<file path="config.mk">
export PLATFORM = sky130hd
export DESIGN_NAME = shift_seq
export DESIGN_NICKNAME = d
export VERILOG_FILES = /design/src/rtl/shift_seq.sv
export SDC_FILE = /design/constraint.sdc
export NUM_CORES = 1
export LEC_CHECK = 0
export CAP_MARGIN = 20
export CORE_UTILIZATION = 30
export CTS_CLUSTER_SIZE = 24
export DETAILED_ROUTE_END_ITERATION = 10
export SYNTH_ARGS = -nofsm -noshare
export SYNTH_HDL_FRONTEND = slang
export SYNTH_SLANG_ARGS = --single-unit
</file>
<file path="constraint.sdc">
create_clock -name clk -period 2.76 [get_ports clk]
set_clock_uncertainty 0.15 [all_clocks]
set_input_delay 0.552 -clock clk [delete_from_list [all_inputs] [get_ports clk]]
set_output_delay 0.552 -clock clk [all_outputs]
set_load 0.01 [all_outputs]
</file>
<file path="src/rtl/shift_seq.sv">
// Multi-cycle barrel shifter: one log2 stage per cycle (1, 2, 4, 8, 16).
// Optional build macro SHIFT_SEQ_EARLY_EXIT_EN stops as soon as the remaining shamt bits are zero.
module shift_seq #(
    parameter int DATA_W  = 32,
    parameter int SHAMT_W = 5
) (
    input  logic               clk,
    input  logic               rst_n,
    input  logic               start,
    input  logic [1:0]         op,
    input  logic [DATA_W-1:0]  a,
    input  logic [SHAMT_W-1:0] shamt,
    output logic               busy,
    output logic               done,
    output logic [DATA_W-1:0]  result
);

    // state | meaning
    // IDLE  | waiting for start; result holds the previous answer
    // SHIFT | applying stage 2**k when the latched shamt[k] is set
    // DONE  | one-cycle completion pulse
    typedef enum logic [1:0] {
        IDLE  = 2'd0,
        SHIFT = 2'd1,
        DONE  = 2'd2
    } state_t;

    localparam logic [1:0] OP_SLL = 2'b00;
    localparam logic [1:0] OP_SRL = 2'b01;
    localparam logic [1:0] OP_SRA = 2'b10;
    localparam logic [2:0] K_LAST = 3'(SHAMT_W - 1);

    state_t             state_q, state_nxt;
    logic [2:0]         k_q, k_nxt;
    logic [1:0]         op_q, op_nxt;
    logic [SHAMT_W-1:0] shamt_q, shamt_nxt;
    logic [DATA_W-1:0]  result_q, result_nxt;
    logic [SHAMT_W-1:0] stage_amt;
    logic [DATA_W-1:0]  stage_val;
    logic               upper_zero;

    always_ff @(posedge clk) begin
        if (!rst_n) begin
            state_q  <= IDLE;
            k_q      <= 3'd0;
            op_q     <= 2'b00;
            shamt_q  <= '0;
            result_q <= '0;
        end else begin
            state_q  <= state_nxt;
            k_q      <= k_nxt;
            op_q     <= op_nxt;
            shamt_q  <= shamt_nxt;
            result_q <= result_nxt;
        end
    end

    // Stage value for the current k; SRA replicates the sign of the partially shifted value.
    always_comb begin
        stage_amt = SHAMT_W'(1) << k_q;
        case (op_q)
            OP_SLL:  stage_val = result_q << stage_amt;
            OP_SRL:  stage_val = result_q >> stage_amt;
            OP_SRA:  stage_val = DATA_W'($signed(result_q) >>> stage_amt);
            default: stage_val = result_q;
        endcase
        upper_zero = ((shamt_q >> k_q) >> 1) == '0;
    end

    always_comb begin
        state_nxt  = state_q;
        k_nxt      = k_q;
        op_nxt     = op_q;
        shamt_nxt  = shamt_q;
        result_nxt = result_q;
        case (state_q)
            IDLE: begin
                if (start) begin
                    op_nxt     = op;
                    shamt_nxt  = shamt;
                    result_nxt = a;
                    k_nxt      = 3'd0;
`ifdef SHIFT_SEQ_EARLY_EXIT_EN
                    state_nxt  = (shamt == '0) ? DONE : SHIFT;
`else
                    state_nxt  = SHIFT;
`endif
                end
            end
            SHIFT: begin
                if (shamt_q[k_q]) begin
                    result_nxt = stage_val;
                end
                k_nxt = k_q + 3'd1;
`ifdef SHIFT_SEQ_EARLY_EXIT_EN
                if (k_q == K_LAST || upper_zero) begin
                    state_nxt = DONE;
                end
`else
                if (k_q == K_LAST) begin
                    state_nxt = DONE;
                end
`endif
            end
            DONE: begin
                state_nxt = IDLE;
                k_nxt     = 3'd0;
            end
            default: begin
                state_nxt = IDLE;
                k_nxt     = 3'd0;
            end
        endcase
    end

`ifndef SHIFT_SEQ_EARLY_EXIT_EN
    // Only consumed by the early-exit path.
    logic unused_ok;
    assign unused_ok = upper_zero;
`endif

    assign busy   = (state_q != IDLE);
    assign done   = (state_q == DONE);
    assign result = result_q;

endmodule
</file>
== After elaboration in Yosys (flattened, before gate mapping) ==
Index checks and enable logic that the tools add are counted.

* Magnitude comparators: 1
* Shifts and indexed selects: 4
* Muxes and demuxes: 11
* Add/subtract/negate cells: 1
* Eq/ne operators: 9
* Reduce and logical (&&, ||, !) cells: 7

{| class="wikitable"
|+ Operators by type and width
! kind !! count
|-
| $pmux W32 S3 || 1
|-
| $mux W32 || 2
|-
| $pmux W32 S2 || 1
|-
| $shl A32 B5 Y32 || 1
|-
| $shr A32 B5 Y32 || 1
|-
| $sshr A32 B5 Y32 || 1
|-
| $ne A2 B2 Y1 const B || 3
|-
| $pmux W3 S2 || 1
|-
| $shl A1 B3 Y5 const A || 1
|-
| $eq A2 B1 Y1 const B || 2
|-
| $eq A2 B2 Y1 const B || 2
|-
| $logic_not A2 Y1 || 2
|-
| $lt A3 B4 Y1 const B || 1
|-
| $mux W2 || 2
|-
| $ne A4 B1 Y1 const B || 1
|-
| $pmux W2 S2 || 1
|-
| $reduce_and A2 Y1 || 2
|-
| $reduce_and A4 Y1 || 1
|-
| $reduce_bool A2 Y1 || 2
|-
| $add A3 B1 Y3 const B || 1
|-
| $bmux W1 S3 || 1
|-
| $eq A3 B3 Y1 const B || 1
|-
| $mux W3 || 1
|-
| $mux W1 || 1
|}

* Word-level logic and storage cells: 38
* Flip-flop bits (word level): 44
* Input port bits: 42
* Output and inout port bits: 34

== Logic depth before layout (Yosys ltp) ==
Gate-level depths: netlist of the first run.

* Depth in word-level cells: 5
* Mapped depth: 13
* Depth with buffers taken out: 8

== Worst setup path after synthesis of the first run ==
No wires, ideal clock.

* Kind: flip-flop to flip-flop
* Start point: register k_q[2]
* End point: register result_q[18] (netlist: result[18])
* Setup slack: 10 ps
* Data arrival time: 2483 ps
* Period minus slack after synthesis: 2750 ps
* Stages on the path, launching flop included: 13
* Required time: 2493 ps
* Buffers on the path: 4
* Library setup time: 117 ps
* Cell sequence: dfxtp_1 -> buf_6 -> buf_4 -> inv_2 -> clkbuf_1 -> ha_1 -> clkbuf_1 -> nor2_1 -> nand2_1 -> o221ai_1 -> a21oi_1 -> or4b_1 -> a22o_1

* Cells in the longest elaborated chain, start to end: 5
* Elaborated cells on any way between the ends: 11
* Those cells by class: eq/ne (1); shift (4); mux (5); reduce/logical (1)

{| class="wikitable"
|+ RTL lines
! what !! RTL line !! RTL
|-
| from (decl) || 34 || <nowiki>logic [2:0] k_q, k_nxt;</nowiki>
|-
| from (signal assigned) || 51 || <nowiki>k_q <= k_nxt;</nowiki>
|-
| $shl A1 B3 Y5 || 60 || <nowiki>stage_amt = SHAMT_W'(1) << k_q;</nowiki>
|-
| $sshr A32 B5 Y32 (tied with other cells) || 64 || <nowiki>OP_SRA: stage_val = DATA_W'($signed(result_q) >>> stage_amt);</nowiki>
|-
| $pmux W32 S3 || 61 || <nowiki>case (op_q)</nowiki>
|-
| $mux W32 || 91 || <nowiki>if (shamt_q[k_q]) begin</nowiki>
|-
| $pmux W32 S2 || 76 || <nowiki>case (state_q)</nowiki>
|-
| to (signal assigned) || 54 || <nowiki>result_q <= result_nxt;</nowiki>
|-
| to (decl) || 37 || <nowiki>logic [DATA_W-1:0] result_q, result_nxt;</nowiki>
|}

Several ways; a longest one is shown, not always the timed one. The select of a mux whose other input is x is not followed.
A chain may end at the register's enable or synchronous reset.

== Worst setup path after layout of the first run ==
* Start point: register k_q[1]
* End point: register result_q[17] (netlist: result[17])

Same word-level chain as after synthesis.

==> impl_metrics.tcl, run 1 <==
set metrics [dict create \
    yosysUniqueCellTypes 91 \
    yosys_warnings 0 \
    min_path_type "register to register" \
    syn_area_per_cell_um2 7.28 \
    drt_iter0_drc 1375 \
    cts_buffers 5 \
    cpMaxStageDelayCell "or4b_4" \
    outcome "complete, but fails checks" \
    post-route-cell-area_mm2 0.0123 \
    vias 10900 \
    drive_gt1_share_pct 45.9 \
    peakVddDrop_mv 0.237 \
    worstPathArrival_ps 2970 \
    powerDensity_mw_per_mm2 371 \
    synth_edf_count 0 \
    wl_met2_um 22400 \
    tritoncts "yes" \
    yosysSeqAreaShare_pct 12.2 \
    slew_violations 0 \
    maxCapViolations 0 \
    clock_latency_ps 320 \
    critPathBufInv 3 \
    io_pins 76 \
    grt_usage_pct 42.2 \
    crit_chain "inv_2, buf_6, ha_4, buf_12, or4b_4, o22a_1, o211ai_1, o21ai_0, a211oi_2, o211ai_1" \
    setup_viol 24 \
    nets 1385 \
    crit_path_max_incr_delay_ps 620 \
    die_area_mm2 0.0247 \
    io_buffers 75 \
    cp-start-kind "register" \
    vias_per_cell 6.56 \
    criticalPathCategory "register to register" \
    reg2reg_slack_ps -180 \
    grt_max_degree 34 \
    rsz0062_at_grt "true" \
    worstPathMaxFanout 8 \
    final_util_pct 52.2 \
    coreArea_mm2 0.0235 \
    initial_utilization_pct 30.7 \
    p_leak_nw 4.74 \
    antenna_found_initial 1 \
    wl_met1_um 20900 \
    synth_fp_nets 1044 \
    fin_tns_setup_ps -2330 \
    async_reset_ff_share_pct 0 \
    grt_pass1_vias 10400 \
    fillers 2313 \
    path_delay_family "compound AO/OA/AOI/OAI gates" \
    hpwlAfterDp_um 40900 \
    gp_congestion 1.05 \
    fmax_mhz 340 \
    row_count 56 \
    required_ps 2790 \
    clock-sinks 44 \
    die_y_um 157 \
    wl_per_cell_um 31.9 \
    grt_pass1_wl_um 73900 \
    syn_inst 994 \
    cts-root-buf "clkbuf_16" \
    maxUsedRoutingLayer "met4" \
    htree_num_levels 2 \
    worstSetupEndpointType "register" \
    cts_buffer_depth 2 \
    totalWireLength_um 52800 \
    worst_slew_pin_slew_ps 752 \
    ctsHoldBuffers 0 \
    violations "setup timing" \
    fin_crit_ps 2940 \
    fin_ws_ps -184 \
    post_dp_cell_area_mm2 0.0105 \
    ant_nets 0 \
    synth_top_flop_cell "dfxtp_1" \
    fin_crit_sh_pct 107 \
    drc_errors 0 \
    syn-cell-area_mm2 0.00723 \
    grt-ovfl-total 0 \
    max_slew_margin_pct 49.3 \
    synth_seq_cells 44 \
    crit_top_cell "o211ai_1" \
    wl_met3_um 5960 \
    clk_pin_slew_worst_paths_ps 80 \
    drt-pass1-iter-count 5 \
    hold_violations 0 \
    fin_total_pwr_mw 4.56 \
    die_x_um 157 \
    area_delta_synth_final_pct 69.8 \
]
-- timing repair --
item,CTS,global route
pin swaps,32,77
setup buffers,24,25
setup endpoints to repair,31,32
cloned,0,2
resized for setup,103,154
-- synthesized netlist by cell type (14+ instances only) --
| cell type | instances | share of area, % |
|---|---|---|
| clkbuf_1 | 76 | 3.9 |
| nor2_1 | 79 | 4.1 |
| a21oi_1 | 63 | 4.4 |
| nor3_1 | 21 | 1.5 |
| a22oi_1 | 21 | 2.2 |
| o211ai_1 | 23 | 2.4 |
| dfxtp_1 | 44 | 12 |
| buf_4 | 16 | 1.7 |
| mux2_2 | 31 | 4.8 |
| a211oi_1 | 18 | 1.9 |
| nand2_1 | 92 | 4.8 |
| mux2i_1 | 47 | 6.5 |
| nand3_1 | 24 | 1.7 |
| o22ai_1 | 26 | 2.2 |
| o21ai_0 | 45 | 3.1 |
| inv_1 | 15 | 0.78 |
| o221ai_1 | 14 | 1.7 |
| nor4_1 | 17 | 1.5 |
| buf_2 | 25 | 1.7 |
-- where the power goes --
part / switching, mW / leakage, nW / internal (mW) / total (mW)
Sequential: 0.144 / 0.364 / 0.692 / 0.836
Clock: 0.347 / 0.0660 / 0.340 / 0.686
Combinational: 1.67 / 4.31 / 1.37 / 3.04
-- flip-flops by register name (all words and copies together) (netlist names) --
name     flops
result      32
state_q      2
shamt_q      5
k_q          3
op_q         2
-- layer usage --
metal	vias up	global-route usage (%)
li1	4561	-
met1	5233	55.5
met2	861	63.6
met3	209	9.55
met4	0	22.7
met5	-	0
-- placed cells by master, fill, tap and decap left out, types with 27 or more instances in the layout --
cell type	count
a21oi_1	47
buf_4	333
buf_6	27
clkdlybuf4s50_1	75
dfxtp_1	41
mux2_2	28
mux2i_1	46
nand2_1	90
nor2_1	69
o21ai_0	37
-- layout make-up --
class	count	area (µm²)	share of cell area [%]
multi-input combinational	808	6790	55.2
timing repair buffer	458	3990	32.5
sequential	44	887	7.22
tap	319	399	3.25
clock buffer	5	125	1.02
inverter	18	67.6	0.550
clock inverter	3	23.8	0.194
antenna	1	2.50	0.0204
-- logic make-up (layout without fill, tap and decap cells) --
family,Yosys count,in the layout,share of synthesized area [%]
other,0,1,0
and+or+nand+nor,338,338,24.4
buffers and inverters,142,484,9.15
adders and majority gates,8,8,1.38
AOI/OAI and AO/OA,366,366,36.7
DFF,44,44,12.2
muxes,96,96,16.2
-- stage by stage --
stage	hold WS (ps)	setup slack, ps	std cells
after floorplan	286	9.82	994
after global placement	295	-490	1605
after detailed placement	299	-435	1605
after CTS	309	-136	1635
after global routing	330	-209	1655
final	307	-184	1656
-- worst reg2reg max path: cells and delay by family (launching register included) --
| kind | cells | cell delay (ps) |
|---|---|---|
| adders and majority gates | 1 | 240 |
| DFF | 1 | 350 |
| buffers and inverters | 3 | 350 |
| and+or+nand+nor | 1 | 620 |
| AOI/OAI and AO/OA | 5 | 1110 |
-- final timing paths --
check                           startpoint  cells past startpoint    endpoint
worst max-delay path                k_q[1]                     10  result[17]
worst min-delay path            shamt_q[0]                      2  shamt_q[0]
worst max register to register      k_q[1]                     10  result[17]
worst min register to register  shamt_q[0]                      2  shamt_q[0]
No activity file was read; power rests on OpenSTA's default activity.
==> inputs of run 2 (changes only) <==
--- a/config.mk
+++ b/config.mk
@@ -9,6 +9,7 @@
 export CORE_UTILIZATION = 30
 export CTS_CLUSTER_SIZE = 24
 export DETAILED_ROUTE_END_ITERATION = 10
+export RECOVER_POWER = 25
 export SYNTH_ARGS = -nofsm -noshare
 export SYNTH_HDL_FRONTEND = slang
 export SYNTH_SLANG_ARGS = --single-unit
==> impl_metrics.tcl, run 2 (same netlist as run 1, synthesis figures left out) <==
set metrics [dict create \
    final_common_cell "buf_4" \
    criticalPathCategory "register to register" \
    cpMaxStageDelayCell "or4b_4" \
    tritoncts "yes" \
    hold_violations 0 \
    worstSetupEndpointType "register" \
    cts_buffers 5 \
    maxCapViolations 0 \
    fmax_mhz 339 \
    nets 1385 \
    p_leak_nw 4.73 \
    grt_usage_pct 42.2 \
    fin_ws_ps -186 \
    largest_reg_flops 32 \
    io_buffers 75 \
    path_delay_family "compound AO/OA/AOI/OAI gates" \
    drive_gt1_share_pct 45.7 \
    slew_violations 0 \
    crit_path_max_incr_delay_ps 620 \
    vias 10900 \
    worstPathArrival_ps 2980 \
    rsz0062_at_grt "true" \
    powerDensity_mw_per_mm2 371 \
    drt_iter0_drc 1376 \
    worstPathMaxFanout 8 \
    hpwlAfterDp_um 40900 \
    fin_crit_sh_pct 107 \
    drt-pass1-iter-count 5 \
    ctsHoldBuffers 0 \
    peakVddDrop_mv 0.236 \
    die_area_mm2 0.0247 \
    pre_cts_slack_ps -435 \
    wl_per_cell_um 32.0 \
    grt_max_degree 34 \
    htree_num_levels 2 \
    drc_errors 0 \
    max_slew_margin_pct 31.4 \
    coreArea_mm2 0.0235 \
    antenna_found_initial 1 \
    cp-start-kind "register" \
    die_y_um 157 \
    worst_slew_pin_slew_ps 1030 \
    io_pins 76 \
    grt_pass1_wl_um 73900 \
    min_path_type "register to register" \
    crit_chain "inv_2, buf_6, ha_4, buf_12, or4b_4, o22a_1, o211ai_1, o21ai_0, a211oi_2, o211ai_1" \
    initial_utilization_pct 30.7 \
    area_delta_synth_final_pct 69.7 \
    critPathBufInv 3 \
    totalWireLength_um 52900 \
    vias_per_cell 6.55 \
    fillers 2312 \
    ant_nets 0 \
    setup_viol 24 \
    gp_congestion 1.05 \
    row_count 56 \
    die_x_um 157 \
    clock_latency_ps 320 \
    required_ps 2790 \
    fin_crit_ps 2950 \
    outcome "complete, but fails checks" \
    final_util_pct 52.1 \
    clk_pin_slew_worst_paths_ps 80 \
    fin_tns_setup_ps -2370 \
    grt_pass1_vias 10400 \
    grt-ovfl-total 0 \
    cts_buffer_depth 2 \
    crit_top_cell "o211ai_1" \
    violations "setup timing" \
    clock-sinks 44 \
    layout_common_cells "buf_4, nand2_1, clkdlybuf4s50_1" \
    cts-root-buf "clkbuf_16" \
]
run 2: changes by cell type in the layout (fill, tap and decap cells not counted), sizes merged:
cell           previous run  this run
dlygate4sd3               0         2
clkdlybuf4s50            75        73
clkbuf                    7         9
buf                     381       379
run 2: stage by stage:
stage	cell area (µm²)	power [mW]	instances	hold WS, ps
2_1_floorplan	7230	1.87	994	286
3_3_place_gp	10500	3.34	1605	295
3_5_place_dp	10500	3.31	1605	299
4_1_cts	11400	4.18	1635	309
5_1_grt	12300	4.64	1655	330
6_report	12300	4.55	1656	307
run 2: repair_timing:
action                                  in CTS  in global routing
pin swaps                                   32                 77
setup buffers                               24                 25
cloned                                       0                  2
gates resized for setup                    103                154
endpoints found under the setup margin      31                 32
run 2: metal layers:
metal | vias up | wire length, µm | global-route usage, %
met2 | 829 | 22600 | 63.6
met5 | - | 0 | 0
met3 | 206 | 5670 | 9.55
met4 | 0 | 3500 | 22.7
met1 | 5249 | 21200 | 55.5
li1 | 4567 | - | -
run 2: layout make-up:
type | instances | area, µm² | area share [%]
repair buffers | 458 | 3990 | 32.5
diodes | 1 | 2.50 | 0.0204
clock buffers | 5 | 125 | 1.02
multi-input cells | 808 | 6790 | 55.3
well taps | 319 | 399 | 3.25
flip-flops and latches | 44 | 887 | 7.23
clock inverters | 3 | 23.8 | 0.194
inverters | 18 | 67.6 | 0.550
run 2: report_power, final:
| part | switching, mW | total [mW] | internal [mW] |
|---|---|---|---|
| combinational | 1.67 | 3.03 | 1.37 |
| clock | 0.345 | 0.684 | 0.340 |
| sequential | 0.143 | 0.835 | 0.692 |
| total | 2.15 | 4.55 | 2.40 |
run 2: path summary, 6_finish.rpt:
kind,from,end,slack (ps),cells past startpoint
worst max-delay path,k_q[1],result[17],-190,10
worst min-delay path,shamt_q[0],shamt_q[0],310,2
worst max register to register,k_q[1],result[17],-190,10
worst min register to register,shamt_q[0],shamt_q[0],310,2
run 2: tightest hold or removal path: cells and delay by family (launching register included):
kind | cells | cell delay (ps)
DFF | 1 | 310
AOI/OAI and AO/OA | 1 | 50
and+or+nand+nor | 1 | 50
==> inputs of run 3 (changes only) <==
--- a/config.mk
+++ b/config.mk
@@ -6,6 +6,7 @@
 export NUM_CORES = 1
 export LEC_CHECK = 0
 export CAP_MARGIN = 20
+export CORE_MARGIN = 4
 export CORE_UTILIZATION = 30
 export CTS_CLUSTER_SIZE = 24
 export DETAILED_ROUTE_END_ITERATION = 10
==> impl_metrics.tcl, run 3 (same netlist as run 1, synthesis figures left out) <==
set metrics [dict create \
    clkPwrFrac_pct 17.0 \
    maxCapViolations 0 \
    final_common_cell "buf_4" \
    setup_viol 16 \
    drive_gt1_share_pct 44.8 \
    p_leak_nw 4.80 \
    fin_total_pwr_mw 4.63 \
    io_pins 76 \
    die_x_um 163 \
    hold_slack_ps 310 \
    grt_usage_pct 39.4 \
    powerDensity_mw_per_mm2 379 \
    cp-start-kind "register" \
    row_count 56 \
    outcome "complete, but fails checks" \
    clk_pin_slew_worst_paths_ps 70 \
    worstPathMaxFanout 8 \
    largest_reg_flops 32 \
    antenna_cells 0 \
    p_sw_share_pct 45.9 \
    drt-pass1-iter-count 6 \
    max_slew_margin_pct 55.4 \
    rsz0062_at_grt "true" \
    fin_ws_ps -126 \
    fillers 2348 \
    fin_crit_sh_pct 105 \
    required_ps 2810 \
    ant_nets 0 \
    worstPathArrival_ps 2930 \
    totalWireLength_um 54600 \
    grt_pass1_wl_um 75700 \
    gp_congestion 1.11 \
    violations "setup timing" \
    grt_max_degree 21 \
    wl_met3_um 6420 \
    netSwitchingPower_mw 2.13 \
    layout_common_cells "buf_4, nand2_1, clkdlybuf4s50_1" \
    maxUsedRoutingLayer "met5" \
    grt_pass1_vias 10400 \
    wl_met2_um 23300 \
    criticalPathCategory "register to register" \
    initial_utilization_pct 30.6 \
    cts_buffer_depth 2 \
    wl_met1_um 21000 \
    internal-power_mw 2.51 \
    pwr-share-comb_pct 64.6 \
    nets 1398 \
    cts-root-buf "clkbuf_16" \
    io_buffers 75 \
    worst_slew_pin_slew_ps 662 \
    drt_iter0_drc 1501 \
    hpwlAfterDp_um 43000 \
    min_path_type "register to register" \
    peakVddDrop_mv 0.242 \
    fin_tns_setup_ps -678 \
    tritoncts "yes" \
    worstSetupEndpointType "register" \
    clock-sinks 44 \
    fin_crit_ps 2890 \
    coreArea_mm2 0.0236 \
    final_cells 1668 \
    area_delta_synth_final_pct 69.1 \
    clock_latency_ps 320 \
    ctsHoldBuffers 0 \
    hold_violations 0 \
    p_seq_share_pct 18.3 \
    die_area_mm2 0.0267 \
    fmax_mhz 347 \
    slew_violations 0 \
    vias_per_cell 6.59 \
    cts_buffers 5 \
    antenna_found_initial 1 \
    die_y_um 163 \
    grt-ovfl-total 0 \
    vias 11000 \
    htree_num_levels 2 \
    dp_cells 1621 \
    wl_per_cell_um 32.7 \
    drc_errors 0 \
]
## run 3: through the flow
step           worst slack (ps)  util (%)  area (µm²)
2_1_floorplan              9.82         -        7230
3_3_place_gp               -577      45.2       10700
3_5_place_dp               -519      45.2       10700
4_1_cts                   -75.5      48.9       11600
5_1_grt                    -142      51.8       12200
6_report                   -126      51.8       12200
## run 3: power by group through the flow
stage,combinational (mW),clock (mW),sequential [mW]
finish,2.99,0.789,0.850
global route,3.06,0.815,0.850
CTS,2.70,0.793,0.833
detailed placement,2.51,0,0.846
global placement,2.53,0,0.849
floorplan,1.09,0,0.776
## run 3: critical path, cell delays in order, from the launching register on
cell,delay [ps]
dfxtp_4,370
inv_4,80
ha_4,200
buf_4,190
nor2b_2,260
buf_4,210
mux2_2,340
a22oi_1,330
o311ai_1,160
a311o_1,280
a22o_1,200
## run 3: layer usage
layer	GRT usage [%]	vias up
met3	9.13	236
met2	60.4	896
li1	-	4586
met4	20.0	2
met5	0	-
met1	51.7	5267
## run 3: worst paths after layout
check,from,endpoint,slack (ps),cells after the start
worst min register to register,shamt_q[3],shamt_q[3],310,2
worst max-delay path,k_q[0],result[3],-130,10
worst min-delay path,shamt_q[3],shamt_q[3],310,2
worst max register to register,k_q[0],result[3],-130,10
## run 3: layout make-up
class	count	area [µm²]	share of cell area (%)
clock buffers	6	139	1.14
well taps	319	399	3.26
multi-input cells	808	6590	53.9
inverters	18	72.6	0.593
flip-flops and latches	44	887	7.25
repair buffers	471	4110	33.6
clock inverters	2	38.8	0.317
## run 3: what timing repair did
item,4_1_cts,5_1_grt
gates resized for setup,105,125
hold endpoints to repair,0,0
setup buffers,26,14
pin swaps,38,34
endpoints found under the setup margin,32,32
gates cloned,0,1
